==> src/rtl/sipo_rx.sv <==
// Serial-to-parallel receiver: LSB-first framed bits into W-bit words with a valid/ready output stage.
// Define SIPO_RX_PARITY_EN to expect an even-parity bit after each word.
module sipo_rx #(
  parameter int unsigned W = 4
) (
  input  logic         clk,
  input  logic         rst_b,
  input  logic         ser_in,
  input  logic         ser_vld,
  input  logic         frm,
  output logic [W-1:0] out_data,
  output logic         out_vld,
  input  logic         out_rdy,
  output logic         busy,
  output logic         ovf,
  output logic         frm_err,
  output logic         par_err,
  input  logic         err_clr
);

  localparam int unsigned CW = $clog2(W + 1);

`ifdef SIPO_RX_PARITY_EN
  typedef enum logic [1:0] {IDLE = 2'd0, RECV = 2'd1, PAR = 2'd2} state_t;
`else
  typedef enum logic [1:0] {IDLE = 2'd0, RECV = 2'd1} state_t;
`endif

  state_t         state, state_nxt;
  logic [W-1:0]   sr, sr_nxt, shifted, word_c;
  logic [CW-1:0]  cnt, cnt_nxt;
  logic           done_c;
  logic           frm_set;
`ifdef SIPO_RX_PARITY_EN
  logic           par_set;
`endif

  assign shifted = {ser_in, sr[W-1:1]};

  // Next-state and receive-path decode; only accepted bits move anything
  always_comb begin
    state_nxt = state;
    sr_nxt    = sr;
    cnt_nxt   = cnt;
    done_c    = 1'b0;
    word_c    = sr;
    frm_set   = 1'b0;
`ifdef SIPO_RX_PARITY_EN
    par_set   = 1'b0;
`endif
    if (ser_vld) begin
      case (state)
        IDLE: begin
          if (frm) begin
            sr_nxt    = shifted;
            cnt_nxt   = CW'(1);
            state_nxt = RECV;
          end
        end
        RECV: begin
          sr_nxt = shifted;
          if (frm) begin
            frm_set = 1'b1;
            cnt_nxt = CW'(1);
          end else if (cnt == CW'(W - 1)) begin
            cnt_nxt = '0;
`ifdef SIPO_RX_PARITY_EN
            state_nxt = PAR;
`else
            state_nxt = IDLE;
            done_c    = 1'b1;
            word_c    = shifted;
`endif
          end else begin
            cnt_nxt = cnt + CW'(1);
          end
        end
`ifdef SIPO_RX_PARITY_EN
        PAR: begin
          if (frm) begin
            sr_nxt    = shifted;
            cnt_nxt   = CW'(1);
            frm_set   = 1'b1;
            state_nxt = RECV;
          end else begin
            state_nxt = IDLE;
            if (^{sr, ser_in}) par_set = 1'b1;
            else               done_c  = 1'b1;
          end
        end
`endif
        default: state_nxt = IDLE;
      endcase
    end
  end

  always_ff @(posedge clk or negedge rst_b) begin
    if (!rst_b) begin
      state <= IDLE;
      sr    <= '0;
      cnt   <= '0;
      busy  <= 1'b0;
    end else begin
      state <= state_nxt;
      sr    <= sr_nxt;
      cnt   <= cnt_nxt;
      busy  <= (state_nxt != IDLE);
    end
  end

  // Output stage: a completed word loads when empty or drained this same cycle
  always_ff @(posedge clk or negedge rst_b) begin
    if (!rst_b) begin
      out_data <= '0;
      out_vld  <= 1'b0;
    end else if (done_c && (!out_vld || out_rdy)) begin
      out_data <= word_c;
      out_vld  <= 1'b1;
    end else if (out_vld && out_rdy) begin
      out_vld  <= 1'b0;
    end
  end

  // Sticky flags; a set event beats a simultaneous clear
  always_ff @(posedge clk or negedge rst_b) begin
    if (!rst_b) begin
      ovf     <= 1'b0;
      frm_err <= 1'b0;
    end else begin
      ovf     <= (ovf & ~err_clr) | (done_c & out_vld & ~out_rdy);
      frm_err <= (frm_err & ~err_clr) | frm_set;
    end
  end

`ifdef SIPO_RX_PARITY_EN
  always_ff @(posedge clk or negedge rst_b) begin
    if (!rst_b) par_err <= 1'b0;
    else        par_err <= (par_err & ~err_clr) | par_set;
  end
`else
  assign par_err = 1'b0;
`endif

endmodule

==> config.mk <==
export PLATFORM = sky130hd
export DESIGN_NAME = sipo_rx
export DESIGN_NICKNAME = d
export VERILOG_FILES = /design/src/rtl/sipo_rx.sv
export SDC_FILE = /design/constraint.sdc
export NUM_CORES = 1
export LEC_CHECK = 0
export ABC_AREA = 1
export BUFFER_PORTS_ARGS = -buffer_cell sky130_fd_sc_hd__buf_2
export CORE_MARGIN = 5
export CORE_UTILIZATION = 50
export DETAILED_ROUTE_END_ITERATION = 8
export PLACE_DENSITY_LB_ADDON = 0.08
export SYNTH_ARGS = -nofsm -noshare
export SYNTH_HDL_FRONTEND = slang
export SYNTH_SLANG_ARGS = --single-unit
==> constraint.sdc <==
create_clock -name clk -period 1.3 [get_ports clk]
set_clock_uncertainty 0.1 [all_clocks]
set_input_delay 0.26 -clock clk [delete_from_list [all_inputs] [get_ports clk]]
set_output_delay 0.26 -clock clk [all_outputs]
set_load 0.03 [all_outputs]
## Word-level counts from Yosys, hierarchy flattened

Index checks and enable logic that the tools add are counted.

| operators by class | value |
|---|---|
| $add $sub $neg | 1 |
| equal/unequal tests | 3 |
| mux-type cells | 24 |
| bitwise gates (word level) | 8 |
| reduce and logical (&&, ||, !) cells | 9 |

Operators with widths:

| cell | number |
|---|---|
| two-way mux 4 bit | 5 |
| two-way mux 1 bit | 9 |
| two-way mux 3 bit | 3 |
| two-way mux 2 bit | 4 |
| one-hot mux 4 bit (2 select lines) | 1 |
| one-hot mux 3 bit (2 select lines) | 1 |
| nonzero test 2 bit | 3 |
| bitwise AND 1 bit | 4 |
| one-hot mux 2 bit (2 select lines) | 1 |
| adder 3 x 1 -> 3 bit, second input constant | 1 |
| equality test 3 x 2 -> 1 bit, second input constant | 1 |
| AND reduction 3 bit | 1 |
| equality test 2 x 1 -> 1 bit, second input constant | 1 |
| logical AND 1 bit | 2 |
| zero test 2 bit | 1 |
| != test 2 bit, second input constant | 1 |
| inverter 1 bit | 2 |
| OR 1 bit | 2 |
| zero test 1 bit | 1 |
| logical OR 1 bit | 1 |

| word-level totals | value |
|---|---|
| flip-flop bits (word level) | 17 |
| input bits | 7 |

## Longest topological paths before layout

Gate-level depths: netlist of the first run.

| depth | value |
|---|---|
| depth after elaboration | 8 |
| depth in mapped cells | 6 |

## Worst setup path after synthesis of the first run

Ideal clock, no wire load.

| timing | value |
|---|---|
| kind | reg-to-reg |
| start | reg cnt[0] |
| end | reg out_data[0] |
| library setup time | 0.118 ns |
| data arrival time | 0.987 ns |
| path slack | 0.095 ns |
| stages on the path, launching flop included | 7 |
| path buffers | 0 |
| period minus slack after synthesis | 1.205 ns |
| cells stage by stage | dfrtp_1 > ha_1 > nand3_1 > nor2_4 > nand2_4 > nand2_1 > nand2_1 |

| between the ends | value |
|---|---|
| longest elaborated chain between the ends | 6 |
| elaborated cells on any way between the ends | 10 |
| those cells by class | 1 x eq/ne; 8 x mux; 1 x reduce/logical |

RTL lines:

| element | line | RTL |
|---|---|---|
| from (decl) | 31 | `logic [CW-1:0] cnt, cnt_nxt;` |
| from (signal assigned) | 106 | `cnt <= cnt_nxt;` |
| equality test 3 x 2 -> 1 bit * | 65 | `end else if (cnt == CW'(W - 1)) begin` |
| two-way mux 1 bit | 65 |  |
| two-way mux 1 bit | 62 | `if (frm) begin` |
| two-way mux 1 bit | 52 | `case (state)` |
| two-way mux 1 bit | 51 | `if (ser_vld) begin` |
| logical AND 1 bit | 116 | `end else if (done_c && (!out_vld \|\| out_rdy)) begin` |
| to (signal assigned) | 117 | `out_data <= word_c;` |
| to (decl) | 11 | `output logic [W-1:0] out_data,` |

Every way passes the cells marked *; elsewhere a longest branch is shown, timed or not.
A chain may end at the register's enable or synchronous reset.

## Final worst setup path of the first run

| timing | value |
|---|---|
| start | reg cnt[0] |
| end | reg out_data[1] |

Same word-level chain as after synthesis.

==> results.md, run 1 <==
- Status: completed
- WP data arrival: 1.36 ns
- Tot Pwr: 1453 µW
- Internal power: 921.5 µW
- Placed cells: 108
- Worst EP required: 1.38 ns
- Hold depth: 2
- CTS buffer count: 3
- Clock transition at path regs: 0.09 ns
- Combinational cell fraction of total power: 30.7%
- R2R depth: 6
- Switching pwr: 531.4 µW
- Hold Crit Class: input port to flop
- Flop2flop setup slack: 0.02 ns
- First-pass GRT wire length: 2.076 mm
- Nets: 108
- Count of unique library cells instantiated by Yosys: 18
- Post-synthesis sequential area ratio: 56.64%
- Layout cell share with drive strength beyond 1: 29.29%
- Layout overhead on the synthesized area: 24.42%
- 1st-iter DRT viols: 22
- Vias: 580
- Full die area: 2266 µm²
- Switching share of total power: 36.57%
- Hold path startpoint: err_clr
- Worst Setup SP: cnt[0]$_DFFE_PN0P_
- P_leak: 0.0004644 µW
- Die Wd: 47.60 µm
- Initial antenna violation count: 0
- Overflow after GRT: 0
- Worst path cell trace: ha_4 > nand3_4 > nor2_4 > nand2_4 > nand2_1 > nand2_1
- Worst hold endpoint: ovf$_DFF_PN0_
- Vias in the first global route: 508
- CTS max path bufs: 2
- Clock sink count: 16
- CP Launch Type: flop
- Ys Warns: 0
- Reg power frac: 47.0%
- Worst vdd rail ir drop: 0.0009355 V
- Final Hold Viols: 0
- Peak Freq: 782.2 MHz
- Setup violators final: 0
- Yosys top cell by area: dfrtp_1
- Share of the synthesized area in the top cell type: 56.64%
- Yosys reg bits: 16
- Clk_lat worst skew: 0.28 ns
- Fin crit period: 1.278 ns
- Slew Limit Fails: 0
- Wirelength per Cell: 12.13 µm
- Placer congestion estimate: 0.7587
- Maximum number of pins on one net before global-route repair: 17
- CP Capture Type: flop
- I/O pin count: 16
- Clk pwr share: 22.3%
- Most used cell, CP: nand2_1
- Root buffer cell: clkbuf_4
- Crit share post-route: 98.34%
- Final instance area: 879.6 µm²
- Max FO, Critical Path: 6
- Vias/cell: 5.088
- Initial core utilization: 53.66%
- Fin util: 66.76%
- Post-synth EDFFs: 0
- Most frequent cell after synthesis: nand2_1
- Max Cap Viol: 0
- Crit-path slowest cell: dfrtp_1
- Synth Instances: 79
- Worst setup path category: flop to flop
- Antenna cells: 0
- RSZ-0062 raised after global routing: true
- Crit-path max cell delay: 0.41 ns
- Mean post-synth cell area: 8.948 µm²
- Post-DP HPWL: 995.8 µm
- DP Area: 795.8 µm²
- CTS H-Tree Depth: 1
- Total Wirelength: 1.383 mm
- Drt drc: 0
- Syn_nets: 87
- Chip height: 47.60 µm
- Post-route insts no fill: 114
- Core ar.: 1318 µm²
- Tot GR Track Use: 13.41%
- Commonest register cell after synthesis: dfrtp_1
- Filler cells: 108
- Crit Reg-Reg Startpoint: cnt[0]$_DFFE_PN0P_
- TritonCTS clock tree: built
- Top cells by count, synth: nand2_1, dfrtp_1, inv_1, nand3_1, o21ai_0
- Residual antenna-violating net count after detailed routing: 0
- FFs w/ async S/R, synth: 100.0%
- FF-to-FF End: out_data[1]$_DFFE_PN0P_
- # rows: 13
- Min Hold Slack: 0.06164 ns
- Power Density: 1652 nW/µm²
- PortBufs: 14
- Synthesized area: 706.9 µm²
- Detailed Routing Iterations Pass 1: 4
- Synth top area cells: dfrtp_1, nand2_1, inv_1, nand3_1, nor2_4
[cell type report]
type,count,area [µm²],area share (%)
inverters,13,48.80,5.548
multi-input cells,49,280.3,31.86
flip-flops and latches,16,400.4,45.52
repair buffers,17,95.09,10.81
well taps,15,18.77,2.134
clock buffers,4,36.28,4.125
[power by group through the flow]
| stage | logic, µW | clock network, µW | registers, µW |
|---|---|---|---|
| after CTS | 417 | 334 | 669 |
| after detailed placement | 415 | 0 | 678 |
| after global routing | 493 | 365 | 693 |
| after global placement | 409 | 0 | 677 |
| after floorplan | 152 | 0 | 805 |
| final | 446 | 324 | 683 |
[layer usage]
metal	routed length, µm	GRT usage, %	vias to the layer above
met5	0	0	-
met4	21	7.527	0
met3	63	3.383	2
met2	672	19.52	18
met1	625	18.16	276
li1	-	-	284
[cells in the final DEF, fill, tap and decap left out, types with 2 or more instances in the layout]
cell,synthesis,routed
nand2_1,22,20
buf_2,0,14
inv_1,13,13
nor2_4,2,2
o21ai_1,2,2
nand2_2,0,2
o21ai_0,4,4
nor2_1,3,3
a21oi_1,2,2
dfrtp_1,16,16
buf_4,1,2
nand3_1,6,5
clkbuf_4,0,3
[sequential cells by signal (all words and copies together), names as in the netlist]
name,count
out_data,4
cnt,3
sr,3
state,2
busy,1
frm_err,1
out_vld,1
ovf,1
[critical path, delay by kind of cell, from the launching register on]
family | cells | cell delay [ns]
simple gates | 5 | 0.50
fa+ha+maj | 1 | 0.17
flops | 1 | 0.41
[worst max-delay path by stage]
| stage | to | depth (start not counted) |
|---|---|---|
| floorplan | out_data[0]$_DFFE_PN0P_ | 6 |
| global placement | out_data[1]$_DFFE_PN0P_ | 6 |
| detailed placement | out_data[0]$_DFFE_PN0P_ | 6 |
| CTS | out_data[0]$_DFFE_PN0P_ | 6 |
| global route | out_data[0]$_DFFE_PN0P_ | 6 |
| finish | out_data[1]$_DFFE_PN0P_ | 6 |
[kinds of logic after synthesis]
family / share of synthesized area [%]
AO/OA/AOI/OAI: 6.549
adder cells (fa/ha/maj): 1.770
buffers and inverters: 7.965
flip-flops: 56.64
other: 0.5305
AND/OR/NAND/NOR: 26.55
[metrics by stage]
step           worst slack, ns  TNS [ns]
4_1_cts               0.007401         0
5_1_grt               -0.04658   -0.1629
3_5_place_dp           0.02266         0
3_3_place_gp           0.05301         0
2_1_floorplan          0.09543         0
6_report               0.02156         0
[repair_timing]
action / in CTS / in global routing
setup buffers: 0 / 1
resized for setup: 0 / 6
hold buffers: 1 / 0
endpoints found under the setup margin: 0 / 6
hold endpoints to repair: 16 / 0
Note: power is estimated with default switching activity, not from simulation.
==> inputs of run 2 (changes only) <==
--- a/config.mk
+++ b/config.mk
@@ -5,7 +5,6 @@
 export SDC_FILE = /design/constraint.sdc
 export NUM_CORES = 1
 export LEC_CHECK = 0
-export ABC_AREA = 1
 export BUFFER_PORTS_ARGS = -buffer_cell sky130_fd_sc_hd__buf_2
 export CORE_MARGIN = 5
 export CORE_UTILIZATION = 50
==> results.md, run 2 <==
- Max FO, Critical Path: 4
- Commonest non-fill, non-tap cells in the layout: dfrtp_1, buf_2, buf_4
- Detailed Routing Iterations Pass 1: 4
- CP Launch Type: flop
- Yosys top cell by area: dfrtp_1
- Nets: 94
- Vias in the first global route: 520
- Multi-input logic area: 321.6 µm²
- Fin crit period: 1.397 ns
- First-pass GRT wire length: 2.277 mm
- CP Capture Type: flop
- Final Hold Viols: 0
- Wirelength per Cell: 14.43 µm
- Synth Instances: 59
- WP data arrival: 1.47 ns
- Layout overhead on the synthesized area: 32.41%
- Post-synth EDFFs: 0
- Hold Crit Class: input port to flop
- Ys Warns: 0
- CTS H-Tree Depth: 1
- Top cells by count, synth: dfrtp_1, inv_1, mux2_4
- Initial antenna violation count: 0
- Setup TNS: -0.4367 ns
- Residual antenna-violating net count after detailed routing: 0
- Total Wirelength: 1.443 mm
- Yosys reg bits: 16
- Core ar.: 1334 µm²
- 1st-iter DRT viols: 6
- Drt drc: 0
- I/O pin count: 16
- Most frequent cell after synthesis: dfrtp_1
- Post-synthesis sequential area ratio: 55.46%
- Worst setup path category: flop to flop
- FF+latch area: 401.6 µm²
- GR Layer Usage met3: 4.511%
- Switching pwr: 652.6 µW
- Clk_lat worst skew: 0.28 ns
- Final instance area: 955.9 µm²
- Tot GR Track Use: 15.22%
- Mean post-synth cell area: 12.24 µm²
- Slew Limit Fails: 0
- Worst vdd rail ir drop: 0.001156 V
- Worst EP required: 1.37 ns
- FFs w/ async S/R, synth: 100.0%
- Biggest registers after layout: out_data: 4 flops, cnt: 3 flops, sr: 3 flops
- Power Density: 1953 nW/µm²
- Chip height: 48 µm
- Filler cells: 104
- Root buffer cell: clkbuf_4
- Violated checks: negative setup slack
- Synthesized area: 721.9 µm²
- Internal power: 1214 µW
- Peak Freq: 715.8 MHz
- Die Wd: 48 µm
- Grt peak-use layer: met2
- Reg power frac: 40.3%
- Most flops, register: out_data
- Commonest non-fill, non-tap cell in the layout: dfrtp_1
- Full die area: 2304 µm²
- Clock sink count: 16
- P_leak: 0.0004862 µW
- Largest register FFs: 4
- Clk pwr share: 17.7%
- # rows: 13
- Syn_nets: 67
- Vias: 514
- Final setup margin: -0.09697 ns
- Synth top area cells: dfrtp_1, mux2_4, mux2_2, nand4_4, nand2b_1
- Setup violators final: 9
- RSZ-0062 raised after global routing: true
- Overflow after GRT: 0
- Switching share of total power: 34.96%
- Met2 Usage GRT: 23.75%
- Share of the synthesized area in the top cell type: 55.46%
- Status: finished, violations left
- Max Cap Viol: 0
- Maximum number of pins on one net before global-route repair: 17
- Combinational cell fraction of total power: 42.1%
- GR Util met1: 18.84%
- Post-DP HPWL: 1.026 mm
- PortBufs: 14
- Crit share post-route: 107.5%
- TritonCTS clock tree: built
- Antenna cells: 0
- Layout cell share with drive strength beyond 1: 52.94%
- Commonest register cell after synthesis: dfrtp_1
- Count of unique library cells instantiated by Yosys: 26
- Vias/cell: 5.140
- Clock transition at path regs: 0.10 ns
- Initial core utilization: 54.13%
- CTS max path bufs: 2
- CTS buffer count: 3
- Placer congestion estimate: 0.7158
- DP Area: 845.8 µm²
==> run 2: cell count changes in the layout (fill, tap and decap cells not counted), moves of 3 or more <==
cell and delta:
buf_4 +9, mux2_4 +7, o21ai_0 -3, inv_1 -9, nand2_1 -19, nand3_1 -3
==> run 2: cell families (layout without fill, tap and decap cells) <==
logic type / after synthesis / count (layout) / synth area share [%]
adders and majority gates: 1 / 1 / 1.733
AOI/OAI and AO/OA: 10 / 10 / 9.012
buffers and inverters: 8 / 34 / 5.543
and+or+nand+nor: 16 / 16 / 14.73
other: 1 / 1 / 0.5194
muxes: 7 / 7 / 13.00
DFF: 16 / 16 / 55.46
==> run 2: worst paths after layout <==
path | from | end | slack [ns] | cells past startpoint
hold / removal | err_clr | ovf$_DFF_PN0_ | 0.06 | 2
setup reg to reg | cnt[0]$_DFFE_PN0P_ | out_data[1]$_DFFE_PN0P_ | -0.1 | 4
min in group asynchronous | rst_b | state[0]$_DFF_PN0_ | 0.30 | 2
setup / recovery | cnt[0]$_DFFE_PN0P_ | out_data[1]$_DFFE_PN0P_ | -0.1 | 4
hold reg to reg | out_data[3]$_DFFE_PN0P_ | out_data[3]$_DFFE_PN0P_ | 0.42 | 1
max in group asynchronous | rst_b | out_vld$_DFFE_PN0P_ | 0.51 | 2
==> run 2: through the flow <==
stage / utilization [%] / std cells / hold slack [ns] / power (µW) / worst slack, ns
6_report: 71.67 / 100 / 0.05702 / 1867 / -0.09697
5_1_grt: 71.67 / 100 / 0.05298 / 1993 / -0.1437
4_1_cts: 69.14 / 98 / 0.05087 / 1825 / -0.08352
3_5_place_dp: 63.41 / 91 / 0.09313 / 1462 / -0.08812
3_3_place_gp: 63.41 / 91 / 0.08999 / 1454 / -0.07460
2_1_floorplan: - / 59 / -0.1356 / 1239 / -0.01851
==> run 2: critical path, cell delays in order (launching register included) <==
cell and delay [ns]:
dfrtp_1 0.40, ha_2 0.20, and2_4 0.17, nand4_4 0.10, mux2_4 0.32
==> run 2: layout make-up <==
cell class / instances / area share, %
clock buffers: 4 / 3.796
inverters: 4 / 1.571
multi-input cells: 35 / 33.64
flip-flops and latches: 16 / 42.02
well taps: 15 / 1.963
repair buffers: 26 / 17.02
==> run 2: timing repair <==
action | 4_1_cts | 5_1_grt
cloned | 0 | 0
hold buffers | 1 | 0
endpoints found under the hold margin | 16 | 0
buffers inserted | 2 | 2
setup endpoints to repair | 11 | 12
pin swaps | 2 | 4
gates resized for setup | 4 | 6
==> run 2: routing by layer <==
metal  vias up  wire, µm
li1        253         -
met1       249       708
met2        12       658
met3         0        76
met4         0         0
met5         -         0
==> run 2: power groups by stage <==
stage / registers (µW) / logic, µW / clock network [µW]
floorplan: 897 / 342 / 0
global placement: 755 / 699 / 0
detailed placement: 761 / 701 / 0
CTS: 748 / 743 / 335
global route: 771 / 856 / 366
finish: 751 / 786 / 330
==> inputs of run 3 (changes only) <==
--- a/config.mk
+++ b/config.mk
@@ -7,9 +7,11 @@
 export LEC_CHECK = 0
 export BUFFER_PORTS_ARGS = -buffer_cell sky130_fd_sc_hd__buf_2
 export CORE_MARGIN = 5
-export CORE_UTILIZATION = 50
+export CORE_UTILIZATION = 45
 export DETAILED_ROUTE_END_ITERATION = 8
+export GPL_ROUTABILITY_DRIVEN = 0
 export PLACE_DENSITY_LB_ADDON = 0.08
+export SLEW_MARGIN = 0
 export SYNTH_ARGS = -nofsm -noshare
 export SYNTH_HDL_FRONTEND = slang
 export SYNTH_SLANG_ARGS = --single-unit
==> constraint.sdc (replaced) <==
create_clock -name clk -period 1.14 [get_ports clk]
set_clock_uncertainty 0.1 [all_clocks]
set_input_delay 0.228 -clock clk [delete_from_list [all_inputs] [get_ports clk]]
set_output_delay 0.228 -clock clk [all_outputs]
set_load 0.03 [all_outputs]
==> results.md, run 3 (same netlist as run 2, synthesis figures left out) <==
- CTS H-Tree Depth: 1
- Initial antenna violation count: 0
- Max Cap Viol: 0
- Largest register FFs: 4
- I/O pin count: 16
- Max FO, Critical Path: 4
- Die Wd: 50.06 µm
- Worst EP required: 1.22 ns
- Worst path cell trace: ha_2 > and2_4 > nand4_4 > mux2_4
- Clk_lat worst skew: 0.28 ns
- Antenna cells: 0
- Crit-path max cell delay: 0.38 ns
- CTS max path bufs: 2
- FF-to-FF End: out_data[1]$_DFFE_PN0P_
- Fin crit period: 1.395 ns
- Vias in the first global route: 647
- # rows: 14
- Tot Pwr: 2455 µW
- WP data arrival: 1.47 ns
- Most flops, register: out_data
- Post-DP HPWL: 1.119 mm
- Flop2flop setup slack: -0.25 ns
- Hold Crit Class: input port to flop
- Maximum number of pins on one net before global-route repair: 17
- CP Launch Type: flop
- P_leak: 0.0005407 µW
- Layout overhead on the synthesized area: 54.77%
- Crit share post-route: 122.4%
- Biggest registers after layout: out_data: 4 flops, cnt: 3 flops, sr: 3 flops
- Layout cell share with drive strength beyond 1: 64.44%
- CTS buffer count: 3
- Post-route insts no fill: 106
- Nets: 99
- RSZ-0062 raised after global routing: true
- CP Capture Type: flop
- Violated checks: negative setup slack
- Clock transition at path regs: 0.09 ns
- Chip height: 50.06 µm
- Worst setup path category: flop to flop
- Clock sink count: 16
- Crit Reg-Reg Startpoint: cnt[0]$_DFFE_PN0P_
- Residual antenna-violating net count after detailed routing: 0
- Setup violators final: 21
- Crit path capture: out_data[1]$_DFFE_PN0P_
- Slew Limit Fails: 0
- PortBufs: 14
- Peak Freq: 716.9 MHz
- Placed cells: 94
- Commonest non-fill, non-tap cell in the layout: dfrtp_1
- Wirelength per Cell: 15.79 µm
- Status: finished, violations left
- Setup TNS: -2.735 ns
- Tot GR Track Use: 15.53%
- Worst Setup SP: cnt[0]$_DFFE_PN0P_
- Commonest non-fill, non-tap cells in the layout: dfrtp_1, buf_4, buf_6
- Detailed Routing Iterations Pass 1: 4
- Vias/cell: 5.358
- Initial core utilization: 47.92%
- Power Density: 2197 nW/µm²
- 1st-iter DRT viols: 15
- Overflow after GRT: 0
- Root buffer cell: clkbuf_4
- Drt drc: 0
- Vias: 568
- Final Hold Viols: 0
- TritonCTS clock tree: built
- Core ar.: 1506 µm²
- First-pass GRT wire length: 2.953 mm
- Crit-path slowest cell: dfrtp_1
- Full die area: 2506 µm²
- Final setup margin: -0.2549 ns
- Total Wirelength: 1.674 mm
- Worst vdd rail ir drop: 0.001290 V
- R2R depth: 4
## run 3: cell types whose count changed in the layout (fill, tap and decap cells not counted), sizes merged
cell | previous run | this run
buf | 25 | 30
## run 3: timing repair
action                     4_1_cts  5_1_grt
hold endpoints to repair        16        0
hold buffers                     1        0
gates resized for setup         25        8
setup buffers                    3        5
setup endpoints to repair       23       23
pin swaps                        4        3
## run 3: layer usage
layer,track usage (%),vias up,routed length (µm)
met5,0,-,0
met2,22.18,21,808
met3,5.723,4,120
li1,-,264,-
met1,19.85,279,720
met4,8.734,0,25
## run 3: layout make-up
cell class	instances	area (µm²)
Multi-Input combinational cell	35	370.4
Timing Repair Buffer	31	274.0
Inverter	4	15.01
Tap cell	16	20.02
Clock buffer	4	36.28
Fill cell	89	389.1
Sequential cell	16	401.6
## run 3: how the worst min path moves through the flow
stage	cells after the start	slack [ns]	end	from
global route	2	0.02	frm_err$_DFF_PN0_	err_clr
global placement	1	0.06	state[0]$_DFF_PN0_	rst_b
finish	2	0.03	frm_err$_DFF_PN0_	err_clr
detailed placement	1	0.06	busy$_DFF_PN0_	rst_b
CTS	2	0.02	ovf$_DFF_PN0_	err_clr
floorplan	0	-0.17	busy$_DFF_PN0_	rst_b
## run 3: per-stage QoR
| stage | instance area, µm² | setup WS (ns) | util [%] | hold WS (ns) |
|---|---|---|---|---|
| global route | 1117 | -0.2946 | 74.17 | 0.01652 |
| finish | 1117 | -0.2549 | 74.17 | 0.02988 |
| global placement | 905.9 | -0.2105 | 60.13 | 0.05761 |
| floorplan | 769.5 | -0.1785 | - | -0.1676 |
| detailed placement | 905.9 | -0.2442 | 60.13 | 0.06029 |
| CTS | 1062 | -0.2519 | 70.52 | 0.02419 |
## run 3: power breakdown
| group | leakage, µW | internal (µW) | total [µW] | switching (µW) |
|---|---|---|---|---|
| logic | 0.000324 | 667 | 1190 | 521 |
| clock network | 0.0000210 | 194 | 376 | 181 |
| registers | 0.000195 | 746 | 891 | 145 |
## run 3: worst max-delay path: cells and delay by family (launching register included)
kind / cells / cell delay [ns]
mux: 1 / 0.32
simple gates: 2 / 0.28
flops: 1 / 0.38
fa+ha+maj: 1 / 0.21
